==> src/rtl/round_sequencer.sv <==
`default_nettype none
`timescale 1ns/1ps
// +--------------------------------------------------------------------------+
// | round_sequencer: round clear/wait/play/flash controller with prescaler,  |
// | Galois LFSR random wait and registered LED controls.                     |
// | Optional macro: ROUND_SEQ_FALSE_START_EN (winrnd in WAIT restarts round) |
// | Revision: 1.0                                                            |
// +--------------------------------------------------------------------------+
module round_sequencer #(
    parameter int unsigned       DIV_W       = 8,
    parameter int unsigned       LFSR_W      = 8,
    parameter logic [LFSR_W-1:0] TAPS        = 8'hB8,
    parameter int unsigned       RAND_BITS   = 4,
    parameter int unsigned       MIN_WAIT    = 4,
    parameter int unsigned       FLASH_TICKS = 8,
    parameter int unsigned       AUTO        = 1
) (
    input  logic       clk,
    input  logic       rst,
    input  logic       winrnd,
    input  logic       start,
    output logic       leds_on,
    output logic       clear,
    output logic [1:0] led_control
`ifdef ROUND_SEQ_FALSE_START_EN
    ,
    output logic       false_start
`endif
);

    localparam int unsigned c_wait_max = MIN_WAIT + (2 ** RAND_BITS);
    localparam int unsigned c_cnt_max  = (c_wait_max > FLASH_TICKS) ? c_wait_max : FLASH_TICKS;
    localparam int unsigned c_cnt_w    = $clog2(c_cnt_max + 1);

    localparam logic [c_cnt_w-1:0] c_min_wait = c_cnt_w'(MIN_WAIT);
    localparam logic [c_cnt_w-1:0] c_flash    = c_cnt_w'(FLASH_TICKS);
    localparam logic [c_cnt_w-1:0] c_cnt_one  = c_cnt_w'(1);
    localparam logic [LFSR_W-1:0]  c_seed     = LFSR_W'(1);

    localparam logic [1:0] c_ctl_normal = 2'b00;
    localparam logic [1:0] c_ctl_all_on = 2'b01;
    localparam logic [1:0] c_ctl_off    = 2'b10;
    localparam logic [1:0] c_ctl_flash  = 2'b11;

    localparam logic [2:0] c_st_clr  = 3'd0;
    localparam logic [2:0] c_st_wait = 3'd1;
    localparam logic [2:0] c_st_go   = 3'd2;
    localparam logic [2:0] c_st_win  = 3'd3;
    localparam logic [2:0] c_st_hold = 3'd4;

    logic [2:0]         r_state;
    logic [2:0]         w_next;
    logic [DIV_W-1:0]   r_div;
    logic               w_tick;
    logic [LFSR_W-1:0]  r_lfsr;
    logic [LFSR_W-1:0]  w_lfsr_next;
    logic [c_cnt_w-1:0] r_cnt;
    logic [c_cnt_w-1:0] w_cnt_inc;
    logic [c_cnt_w-1:0] r_wait_len;
    logic               w_wait_done;
    logic               w_flash_done;
    logic               w_leds_on;
    logic               w_clear;
    logic [1:0]         w_led_control;

    assign w_tick       = &r_div;
    assign w_cnt_inc    = r_cnt + c_cnt_one;
    assign w_wait_done  = w_tick && (w_cnt_inc == r_wait_len);
    assign w_flash_done = w_tick && (w_cnt_inc == c_flash);

    // Galois step; the all-zero lock-up state is forced back to the seed.
    always_comb begin
        w_lfsr_next = {1'b0, r_lfsr[LFSR_W-1:1]} ^ (r_lfsr[0] ? TAPS : '0);
        if (r_lfsr == '0) begin
            w_lfsr_next = c_seed;
        end
    end

    always_ff @(posedge clk or negedge rst) begin
        if (!rst) begin
            r_div      <= '0;
            r_lfsr     <= c_seed;
            r_cnt      <= '0;
            r_wait_len <= '0;
        end else begin
            r_div  <= r_div + DIV_W'(1);
            r_lfsr <= w_lfsr_next;
            if (w_next != r_state) begin
                r_cnt <= '0;
            end else if (w_tick) begin
                r_cnt <= w_cnt_inc;
            end
            if (r_state == c_st_clr) begin
                r_wait_len <= c_min_wait + {{(c_cnt_w - RAND_BITS){1'b0}}, r_lfsr[RAND_BITS-1:0]};
            end
        end
    end

    always_ff @(posedge clk or negedge rst) begin
        if (!rst) begin
            r_state <= c_st_clr;
        end else begin
            r_state <= w_next;
        end
    end

    always_comb begin
        w_next = r_state;
        case (r_state)
            c_st_clr:  w_next = c_st_wait;
            c_st_wait: begin
`ifdef ROUND_SEQ_FALSE_START_EN
                if (winrnd) begin
                    w_next = c_st_clr;
                end else if (w_wait_done) begin
                    w_next = c_st_go;
                end
`else
                if (w_wait_done) begin
                    w_next = c_st_go;
                end
`endif
            end
            c_st_go: begin
                if (winrnd) begin
                    w_next = c_st_win;
                end
            end
            c_st_win: begin
                if (w_flash_done) begin
                    w_next = (AUTO != 0) ? c_st_clr : c_st_hold;
                end
            end
            c_st_hold: begin
                if (start) begin
                    w_next = c_st_clr;
                end
            end
            default:   w_next = c_st_clr;
        endcase
    end

    always_comb begin
        w_leds_on     = 1'b0;
        w_clear       = 1'b0;
        w_led_control = c_ctl_off;
        case (r_state)
            c_st_clr:  w_clear = 1'b1;
            c_st_go: begin
                w_leds_on     = 1'b1;
                w_led_control = c_ctl_normal;
            end
            c_st_win: begin
                w_leds_on     = 1'b1;
                w_led_control = c_ctl_flash;
            end
            c_st_hold: begin
                w_leds_on     = 1'b1;
                w_led_control = c_ctl_all_on;
            end
            default: begin
                w_leds_on     = 1'b0;
                w_led_control = c_ctl_off;
            end
        endcase
    end

    always_ff @(posedge clk or negedge rst) begin
        if (!rst) begin
            leds_on     <= 1'b0;
            clear       <= 1'b0;
            led_control <= c_ctl_off;
        end else begin
            leds_on     <= w_leds_on;
            clear       <= w_clear;
            led_control <= w_led_control;
        end
    end

`ifdef ROUND_SEQ_FALSE_START_EN
    // Remembers that the pending CLR was entered from WAIT, so the flag lines up with clear.
    logic r_fs_pending;

    always_ff @(posedge clk or negedge rst) begin
        if (!rst) begin
            r_fs_pending <= 1'b0;
            false_start  <= 1'b0;
        end else begin
            r_fs_pending <= (r_state == c_st_wait) && winrnd;
            false_start  <= (r_state == c_st_clr) && r_fs_pending;
        end
    end
`endif

endmodule
`default_nettype wire

==> config.mk <==
export PLATFORM = sky130hd
export DESIGN_NAME = round_sequencer
export DESIGN_NICKNAME = d
export VERILOG_FILES = /design/src/rtl/round_sequencer.sv
export SDC_FILE = /design/constraint.sdc
export NUM_CORES = 1
export LEC_CHECK = 0
export CAP_MARGIN = 40
export CORE_UTILIZATION = 55
export DETAILED_ROUTE_END_ITERATION = 8
export DONT_BUFFER_PORTS = 1
export PLACE_DENSITY = 0.7
export SLEW_MARGIN = 20
export SYNTH_ARGS = -nofsm -noshare
export SYNTH_HDL_FRONTEND = slang
export SYNTH_SLANG_ARGS = --single-unit
==> constraint.sdc <==
create_clock -name clk -period 2.1 [get_ports clk]
set_input_delay 0.21 -clock clk [delete_from_list [all_inputs] [get_ports clk]]
set_output_delay 0.21 -clock clk [all_outputs]
set_load 0.02 [all_outputs]
Word level (Yosys, flattened, before mapping)
Cells that the tools add are included.

Add/subtract/negate cells: 3. Equal/unequal tests: 7. Muxes and demuxes: 12. Bitwise logic cells: 1. Reductions and logical operators: 7.

Operators with widths (count): $mux W8 (2); $pmux W3 S5 (1); $mux W3 (4); $mux W5 (2); $add A8 B1 Y8 const B (1); $logic_not A8 Y1 (1); $reduce_and A8 Y1 (1); $xor A7 B8 Y8 (1); $eq A3 B2 Y1 const B (2); $pmux W2 S3 (1); $add A3 B4 Y5 const A (1); $add A5 B1 Y5 const B (1); $eq A5 B4 Y1 const B (1); $eq A5 B5 Y1 (1); $eq A3 B1 Y1 const B (1); $eq A3 B3 Y1 const B (1); $logic_not A3 Y1 (1); $ne A3 B3 Y1 (1); $reduce_or A3 Y1 (1); $logic_and A1 B1 Y1 (2); $mux W1 (2); $reduce_bool A2 Y1 (1).

Flip-flop bits (word level): 33. Input bits: 4. Word-level logic and storage cells: 38.

Longest topological paths before layout
Word-level depth: 7. Gate-level depth with buffers: 6. Gate-level depth less buffers: 6.

Worst setup path before layout
OpenSTA, ideal clock, no wires.

Path kind: reg-to-reg. Start point: reg r_cnt[0]. End point: reg r_state[1]. Data arrival time: 1.757 ns. Required time: 1.980 ns. Setup slack: 0.223 ns. Cell stages (with the launch flop): 7. Period minus slack after synthesis: 1.877 ns. Cells stage by stage: dfrtp_1 > ha_1 > nand3_1 > xnor2_1 > a2111o_1 > and2_0 > a31o_1.

Cells in the longest elaborated chain, start to end: 5.

RTL lines: from (decl) (line 57) `logic [c_cnt_w-1:0] r_cnt;`; from (signal assigned) (line 91) `r_cnt <= w_cnt_inc;`; $add A5 B1 Y5 * (line 67) `assign w_cnt_inc = r_cnt + c_cnt_one;`; $eq A5 B4 Y1 or $eq A5 B5 Y1 (tied branches) (line 69, 68); $logic_and A1 B1 Y1 (on tied branches) (line 69, 68); $mux W3 (on tied branches) (line 130, 119); $pmux W3 S5 * (line 109) `case (r_state)`; net w_next[1] (line 52) `logic [2:0] w_next;`; to (signal assigned) (line 101) `r_state <= c_st_clr;`; to (signal assigned) (line 103) `r_state <= w_next;`; to (decl) (line 51) `logic [2:0] r_state;`.

Mark *: on every way through the listed nets, which the timed path passes. The rest lies on a longest branch. A chain may end at the register's enable or synchronous reset.

Final worst setup path
Start point: reg r_cnt[1]. End point: reg r_state[1].

Same word-level chain as after synthesis.

==> results.md <==
Global route:
- The overflow left after global routing is 0.
- The wire length of the first global-routing pass is 4480 microns.
- The number of antenna violations at the first check in global routing came to 0.
- The number of global-route vias before repair is 1021.
- For this run, the total global-route usage over all layers was measured as 18.3%.
- Entering global routing, the biggest net connects 34 pins.

Flow run:
- Max-cap violations in this run came to 0.

Critical path:
- The worst setup path is of the reg -> reg kind.
- On the critical path, the stage with the largest delay is an instance of dfrtp_1.
- The worst setup path is launched from a register.
- The endpoint of the most critical setup path is r_state[1].
- The arrival time of the worst setup path is 2150 ps.
- The beginning of the worst register-to-register path is r_cnt[1].
- The number of buffer and inverter stages on the critical path is 0.
- The terminus of the critical flop-to-flop path is r_state[1].
- In this run the worst path has a maximum fanout of 7.
- The worst reg-to-reg path cell count is 6.
- The signal on the critical path passes through ha_2 > nand3_1 > xnor2_1 > a2111o_1 > and2_0 > a31o_1.
- The data required time of the worst path is 2310 ps.
- The delay of the slowest cell on the worst path is 450 ps.
- The critical path capture point type is a register.
- In this run the number of cells on the critical path is 6.
- Grouping stages by cell kind, the critical path spends the most delay in compound AO/OA/AOI/OAI gates.
- The register-to-register setup slack is 160 ps.
- In this run the worst setup path begins at r_cnt[1].

Floorplan:
- The horizontal extent of the die is 56.0 microns.
- The area of the die is 3140 sq um.
- In this run the vertical extent of the chip is 56.0 microns.
- The top-level I/O count is 8.
- The core region is 2760 sq um.
- The initial cell density of the core is 58.2%.
- In this run the core area contains 19 standard-cell rows.

Clock network:
- Buffers inserted during clock tree synthesis total 5.
- The root buffer cell is clkbuf_4.
- The clock sink count is 33.
- TritonCTS built the clock tree.
- Clock-pin slew was measured on the worst setup and hold paths at 90 ps.
- At the later pin of the worst-skew pair, clock insertion delay measures 320 ps.
- The clock passes through at most 2 buffers.
- The total number of H-tree levels is 2.

Synth:
- Of the total synthesized cell area, the portion taken by XOR and XNOR cells is 10.9%.
- After synthesis, the share of flip-flops with an asynchronous set or reset is 100%.
- The sequential element share of the synthesized area is 51.6%.
- The number of warnings printed during yosys synthesis is 0.
- The simple-gate share of the synthesized area is 13.5%.
- Summing the areas of all fa, ha and maj instances in the mapped netlist gives 3.90% of the synthesized area.
- The synthesized netlist devotes 10.8% of its cell area to compound gates.
- The area of the mapped netlist is 1600 sq um.
- After synthesis, the largest family of logic cells by area is simple AND/OR/NAND/NOR gates.
- The dominant synthesized flop cell is dfrtp_1.
- The portion of netlist area occupied by mux cells is 4.13%.
- When the netlist entered floorplanning its net count stood at 151.
- The mean area per synthesized cell is 11.3 sq um.
- The synthesized flop and latch total is 33.
- The number of enable-type register cells in the synthesized netlist is 0.
- Counting every instance in the synthesized netlist gives 142.
- The number of distinct standard cells referenced by the synthesized netlist is 40.

Placed design:
- At the end of routability-driven placement, the weighted congestion stood at 0.815.
- The HPWL after detailed placement is 1770 microns.
- The count of input and output buffers is 0.

Timing:
- The time the final worst path needs with I/O delays and setup is 1940 ps.
- The portion of the clock cycle consumed by the worst path in the final layout is 92.4%.
- The max-slew violation count is 0.
- The total negative slack is 0 ps.
- The transition time at the pin with the least slew margin is 490 ps.
- The normalized max-slew margin is 67.1%.
- The total count of hold-check failures in the final report is 0.
- The maximum operating frequency is 515 MHz.
- Setup repair after global routing left no endpoint under its margin.
- Setup violations remaining at the end of the flow were counted as 0.
- Clock skew on the completed layout was measured at 3.58 ps.

Drt:
- The detailed-route vias per instance is 5.59.
- The detailed router placed 995 vias in this run.
- The number of search-and-repair iterations in the first detailed-routing pass is 4.
- The post-detailed-route count of antenna-violating nets is 0.
- In the final routed layout, each cell accounts on average for 13.5 microns.
- The count of routing violations after the opening detailed-route iteration is 23.
- The final routed DRC violation total is 0.
- After detailed routing, the total wire length is 2400 microns.

Outcome:
- The run finished with clean final reports.

Min path:
- The tightest min-delay check is of the in -> reg type.

Finish:
- The sequential cell area in the final layout is 828 sq um.
- The utilization after layout is 61.1%.
- The layout cell share with drive strength beyond 1 is 17.0%.
- Summing all multi-input logic gate instances after layout gives 696 sq um.
- From synthesis to final layout, the design area changed by 4.99%.
- The total of fill cells in the finished design is 232.
- The antenna diode count is 0.
- The final net count is 155.

Power:
- The maximum vdd ir drop is 0.470 mV.
- The power density over the cells is 603 nW/um^2.
- The total leakage power is 0.808 nW.
## layout make-up
cell class                 count  share of cell area (%)
sequential                    33                    49.2
multi-input combinational     96                    41.3
timing repair buffer           4                    2.82
clock buffer                   6                    2.45
tap                           31                    2.30
inverter                       6                    1.34
clock inverter                 2                   0.594
## registers in the layout (all words and copies together) (netlist names)
name,cells
leds_on,1
r_lfsr,8
led_control,2
clear,1
r_cnt,5
r_div,8
r_state,3
r_wait_len,5
## where the power goes
group          switching (mW)  internal, mW  total (mW)
sequential            0.00873         0.642       0.651
combinational          0.0224        0.0203      0.0427
clock                   0.195         0.127       0.322
total                   0.226         0.790        1.02
## logic make-up (layout without fill, tap and decap cells)
logic type | count (synthesis) | after routing
compound gates | 23 | 23
mux | 6 | 6
simple gates | 42 | 42
buf+inv | 13 | 18
fa+ha+maj | 5 | 5
flops | 33 | 33
xor+xnor | 20 | 20
## worst min-delay path by stage
| stage | startpoint | to | slack (ps) | cells after the start |
|---|---|---|---|---|
| after detailed placement | rst | r_cnt[2] | -80 | 0 |
| after CTS | winrnd | r_state[0] | 200 | 3 |
| after floorplan | rst | clear | -90 | 0 |
| after global placement | rst | r_div[7] | -80 | 0 |
| final | winrnd | r_state[0] | 210 | 3 |
| after global routing | winrnd | r_state[0] | 240 | 3 |
## cell usage after synthesis, types with 2 or more instances
library cell  count  area (sq um)
ha_1              5          62.6
dfstp_2           2          52.6
xnor2_1           9          78.8
nand3_1           4          20.0
buf_6             3          33.8
nand4_1           2          12.5
inv_1             6          22.5
nor2_1           14          52.6
a31oi_1           4          25.0
mux2_2            5          56.3
a21oi_1           7          35.0
dfrtp_1          31           776
clkbuf_1          3          11.3
xor2_1           11          96.3
nand2_1           9          33.8
o21ai_0           2          10.0
nor3_2            2          20.0
## cell usage in the layout (no fill, tap or decap), types with 5 or more instances in the layout
cell type  Yosys  routed
dfrtp_1       31      31
nor2_1        14      14
xor2_1        11      11
nand2_1        9       9
xnor2_1        9       9
a21oi_1        7       7
inv_1          6       6
mux2_2         5       5
clkbuf_4       0       5
## through the flow
stage                     worst slack, ps  hold WS [ps]  power, mW  area (sq um)  instances
after floorplan                       223         -85.6      0.685          1600        142
after global placement                179         -84.8      0.686          1590        167
after detailed placement             80.4         -84.8      0.688          1590        167
after CTS                            78.0           202       1.03          1680        178
after global routing                 47.0           237       1.07          1680        178
final                                 160           210       1.02          1680        178
## worst min-delay path: cells and delay by family
kind	cells	cell delay, ps
AO/OA/AOI/OAI	2	200
AND/OR/NAND/NOR	1	80
## routing by layer
metal / routed length (microns) / GRT usage [%] / part of all wire, % / up-vias
met1: 1120 / 23.2 / 47 / 488
met5: 0 / 0 / 0 / -
met3: 89 / 5.58 / 3.7 / 0
met2: 1190 / 30.8 / 49 / 15
met4: 0 / 4.18 / 0 / 0
li1: - / - / - / 492
## repair_timing
| action | in CTS | in global routing |
|---|---|---|
| resized for setup | 0 | 1 |
| buffers inserted | 0 | 0 |
| setup endpoints to repair | 0 | 6 |
| hold endpoints to repair | 34 | 0 |
| hold buffers | 3 | 0 |
No activity file was read; power rests on OpenSTA's default activity.
